**config.mk**
```make
export PLATFORM = sky130hd
export DESIGN_NAME = serial_subtractor
export DESIGN_NICKNAME = d
export VERILOG_FILES = /design/src/rtl/serial_sub_pkg.sv /design/src/rtl/full_subtractor.sv /design/src/rtl/serial_subtractor.sv
export SDC_FILE = /design/constraint.sdc
export NUM_CORES = 1
export LEC_CHECK = 0
export ABC_CLOCK_PERIOD_IN_PS = 2620
export BUFFER_PORTS_ARGS = -buffer_cell sky130_fd_sc_hd__buf_2
export CAP_MARGIN = 20
export CORE_ASPECT_RATIO = 0.6
export CORE_MARGIN = 3
export CORE_UTILIZATION = 45
export DETAILED_ROUTE_END_ITERATION = 12
export HOLD_SLACK_MARGIN = 0.03
export PLACE_DENSITY = 0.7
export SLEW_MARGIN = 20
export SYNTH_ARGS = -nofsm -noshare
export SYNTH_HDL_FRONTEND = slang
export SYNTH_SLANG_ARGS = --single-unit
export TNS_END_PERCENT = 30
```
**constraint.sdc**
```tcl
create_clock -name clk -period 2.62 [get_ports clk]
set_input_delay 0.262 -clock clk [delete_from_list [all_inputs] [get_ports clk]]
set_output_delay 0.262 -clock clk [all_outputs]
set_load 0.1 [all_outputs]
```
**src/rtl/serial_sub_pkg.sv**
```systemverilog
// Shared types and defaults for the bit-serial subtractor.
package serial_sub_pkg;

  localparam int DEF_WIDTH = 8;

  typedef enum logic [1:0] {
    S_IDLE = 2'd0,
    S_RUN  = 2'd1,
    S_DONE = 2'd2
  } state_e;

endpackage

```
**src/rtl/full_subtractor.sv**
```systemverilog
// One-bit full subtractor: d = x - y - bi, bo is the borrow out.
module full_subtractor (
  input  logic x,
  input  logic y,
  input  logic bi,
  output logic d,
  output logic bo
);

  assign d  = x ^ y ^ bi;
  assign bo = (~x & y) | (~(x ^ y) & bi);

endmodule

```
**src/rtl/serial_subtractor.sv**
```systemverilog
// Bit-serial a - b - bin, LSB first, one bit per RUN cycle.
// Signed overflow flag is built only when SERIAL_SUB_SIGNED_OVF_EN is defined.
module serial_subtractor
  import serial_sub_pkg::*;
#(
  parameter int WIDTH = DEF_WIDTH
) (
  input  logic             clk,
  input  logic             rst_n,
  input  logic             start,
  input  logic [WIDTH-1:0] a,
  input  logic [WIDTH-1:0] b,
  input  logic             bin,
  output logic             busy,
  output logic             done,
  output logic [WIDTH-1:0] diff,
  output logic             bout,
  output logic             ovf
);

  localparam int CNT_W = $clog2(WIDTH + 1);

  state_e             state_q, state_d;
  logic [WIDTH-1:0]   a_q, a_d, b_q, b_d, diff_q, diff_d;
  logic               br_q, br_d, bout_q, bout_d;
  logic [CNT_W-1:0]   cnt_q, cnt_d;
  logic               bit_d, bit_bo, last_bit;
`ifdef SERIAL_SUB_SIGNED_OVF_EN
  logic               ovf_q, ovf_d;
`endif

  full_subtractor u_fs (
    .x  (a_q[0]),
    .y  (b_q[0]),
    .bi (br_q),
    .d  (bit_d),
    .bo (bit_bo)
  );

  assign last_bit = (cnt_q == CNT_W'(WIDTH - 1));

  always_comb begin
    state_d = state_q;
    a_d     = a_q;
    b_d     = b_q;
    br_d    = br_q;
    cnt_d   = cnt_q;
    diff_d  = diff_q;
    bout_d  = bout_q;
`ifdef SERIAL_SUB_SIGNED_OVF_EN
    ovf_d   = ovf_q;
`endif
    case (state_q)
      S_IDLE: begin
        if (start) begin
          state_d = S_RUN;
          a_d     = a;
          b_d     = b;
          br_d    = bin;
          cnt_d   = '0;
        end
      end
      S_RUN: begin
        // Difference bits enter at the MSB so the word is aligned after WIDTH shifts.
        a_d    = a_q >> 1;
        b_d    = b_q >> 1;
        br_d   = bit_bo;
        diff_d = {bit_d, diff_q[WIDTH-1:1]};
        cnt_d  = cnt_q + CNT_W'(1);
        if (last_bit) begin
          state_d = S_DONE;
          bout_d  = bit_bo;
`ifdef SERIAL_SUB_SIGNED_OVF_EN
          ovf_d   = br_q ^ bit_bo;
`endif
        end
      end
      S_DONE:  state_d = S_IDLE;
      default: state_d = S_IDLE;
    endcase
  end

  always_ff @(posedge clk) begin
    if (!rst_n) begin
      state_q <= S_IDLE;
      a_q     <= '0;
      b_q     <= '0;
      br_q    <= 1'b0;
      cnt_q   <= '0;
      diff_q  <= '0;
      bout_q  <= 1'b0;
`ifdef SERIAL_SUB_SIGNED_OVF_EN
      ovf_q   <= 1'b0;
`endif
    end else begin
      state_q <= state_d;
      a_q     <= a_d;
      b_q     <= b_d;
      br_q    <= br_d;
      cnt_q   <= cnt_d;
      diff_q  <= diff_d;
      bout_q  <= bout_d;
`ifdef SERIAL_SUB_SIGNED_OVF_EN
      ovf_q   <= ovf_d;
`endif
    end
  end

  assign busy = (state_q != S_IDLE);
  assign done = (state_q == S_DONE);
  assign diff = diff_q;
  assign bout = bout_q;
`ifdef SERIAL_SUB_SIGNED_OVF_EN
  assign ovf  = ovf_q;
`else
  assign ovf  = 1'b0;
`endif

endmodule

```
==> out/qor.csv <==
metric;value;unit
drt first pass iters;4;
Seq/Total Area, Yosys;0.464;
Core Rows;14;
CTS tree;done;
antenna violations before repair;0;
CTS max path bufs;2;
critical path class;flip-flop to output port;
Post-CTS Hold Fix Bufs;0;
layout overhead on the synthesized area;17.1;%
Most used DFF post-synth;dfxtp_1;
Synth Area in Simple Gates;0.151;
# port buffers;30;
fin. max-slew vios;0;
TritonCTS Buffers;5;
crit start category;flip-flop;
die area;3790;µm²
# nets final;214;
Clock transition at path regs;0.07;ns
outcome;finished, final reports clean;
XOR/XNOR Fraction of Synth Area;0;
post-CTS setup buffers;0;
final worst path period need;1.91;ns
Root Buffer;clkbuf_8;
routed via count;1246;
CP max-delay cell;dfxtp_1;
Critical Path Sink Type;output port;
Synth Instances;166;
Num Clock Sinks;32;
worst slew pin tran;0.655;ns
Arr. time, crit path;1.64;ns
synthesized area per cell;8.32;µm²
final wirelength;3170;µm
Most Crowded Layer GR;met1;
post-DP HPWL;2210;µm
FF+latch count, synth;32;
Placer Congestion;0.760;
synth top area cells;dfxtp_1 46%, a21oi_1 8.0%, o2bb2ai_1 6.3%;
# H-tree levels;2;
Overflow after GRT;0;
multiplexer share of the synthesized area;0.00725;
PostCTS Resize Cnt;0;
dominant cell type by area after synthesis;dfxtp_1;
drt drc;0;
Cell variety after synth;37;
Lkg Pwr;0.000651;µW
worst min path class;input pin to flip-flop;
drt initial violations;78;
pwr dens;658;nW/µm²
Synth Area in Adders;0.0236;
routed len/inst;13.6;µm
Tcrit/Tclk final;0.727;
RSZ-0062 raised after global routing;false;
Clock Skews;0.00473;ns
initial core utilization;0.509;
layout cell share with drive strength beyond 1;0.212;
met3 GRT Util;0.0627;
CP Data Required Time;2.36;ns
worst vdd ir;0.332;mV
drt via density;5.35;
final setup TNS;0;ns
number of diodes;0;
most instantiated cells after synthesis;32 x dfxtp_1, 23 x nand2_1, 22 x a21oi_1;
Clk Latency, worst-skew pair;0.28;ns
Post-synth EDFFs;0;
Rel. slew slack;0.563;
M2 GR Usage;0.246;
vias in the first global route;1150;
syn nets;188;
Final Hold Vio Count;0;
largest net degree at the start of global routing;19;
first-pass GRT wire length;5400;µm
Cell Area, Synth;1380;µm²
Fmax achieved;525;MHz
critical-path maximum fanout;17;
Critical Path, Cell by Cell;clkinv_1, buf_4, nor2_1, buf_2;
WHS;0.294;ns
final setup fails;0;
WP buf/inv;3;
ys async rst share;0;
Synth top area share;0.464;
GRT Overall Usage;0.178;
top-count cell post-synth;dfxtp_1;
family with the most delay on the worst path;buffers and inverters;
Ys Warns;0;
largest family of logic cells by synthesized area;compound AO/OA/AOI/OAI gates;
io pins;32;
Max-Cap Viols;0;
Synth Area in Compound Gates;0.285;
footprint of the multi-input gates;649;µm²
DIE WIDTH;77.5;µm
Final ANT Viol Nets;0;
Die Height;48.9;µm
filler instances;254;
met1 usage;0.253;
FF+latch area;641;µm²
core area;2720;µm²
max incr delay on CP;0.51;ns
## stage by stage
stage / power, µW / instances / worst slack, ns / utilization / instance area, µm²
2_1_floorplan: 652 / 166 / 0.262 / - / 1380
3_3_place_gp: 684 / 225 / 1.05 / 0.563 / 1530
3_5_place_dp: 689 / 225 / 1.01 / 0.563 / 1530
4_1_cts: 1070 / 233 / 0.699 / 0.596 / 1620
5_1_grt: 1120 / 233 / 0.602 / 0.596 / 1620
6_report: 1060 / 233 / 0.715 / 0.596 / 1620
## report_power, final
part	switching, µW	internal [µW]
combinational	97.5	49.6
sequential	18.1	514
clock	171	214
total	287	778
## routing by layer
metal,up-vias,share of wire
met5,-,0
met4,0,0.0098
met3,5,0.062
met2,35,0.40
met1,573,0.53
li1,633,-
## worst reg2reg max path: stages (launching register included)
cell      delay (ns)
dfxtp_1         0.62
nand2b_1        0.32
or3_1           0.41
a31oi_1         0.17
## cell type report
type | count | share of cell area
well taps | 40 | 0.0309
repair buffers | 32 | 0.102
multi-input cells | 115 | 0.401
flip-flops and latches | 32 | 0.396
inverters | 6 | 0.0139
clock buffers | 8 | 0.0557
## final timing paths
| check | to | slack (ns) | depth (start not counted) | startpoint |
|---|---|---|---|---|
| hold reg to reg | diff[0] | 0.46 | 2 | diff[0] |
| setup / recovery | done | 0.71 | 4 | state_q[1] |
| hold / removal | a_q[5] | 0.29 | 3 | a[5] |
| setup reg to reg | cnt_q[3] | 1.01 | 3 | state_q[0] |
## cells in the final DEF, fill, tap and decap left out
master and count:
mux2i_1 1, o32a_1 1, o22ai_1 4, a31o_2 1, o2bb2ai_1 10, a2bb2oi_1 1, or2_2 1, a22oi_1 1
o21ba_2 1, and3_1 1, clkbuf_8 6, clkinv_1 2, conb_1 1, nand2b_1 2, or3_1 1, nor2_1 15
a221oi_1 2, ha_1 1, a21oi_1 22, nand2_1 23, fa_1 1, inv_1 4, buf_2 30, o21bai_1 1
o41ai_1 1, nand3_1 2, a31oi_1 1, o211ai_1 1, nor3_1 2, buf_4 2, a22o_1 1, clkbuf_1 2
nor2b_1 1, o21ai_0 14, dfxtp_1 32, nand4b_1 1
## state kept, by name, summed over array words and instances, names as in the netlist
signal	count
cnt_q	4
b_q	8
bout	1
br_q	1
a_q	8
diff	8
state_q	2
## kinds of logic after synthesis
| kind of cell | Yosys count |
|---|---|
| multiplexers | 1 |
| flip-flops | 32 |
| adder cells (fa/ha/maj) | 2 |
| AO/OA/AOI/OAI | 62 |
| buffers and inverters | 19 |
| AND/OR/NAND/NOR | 49 |
| other | 1 |
(Power assumes the default switching activity.)
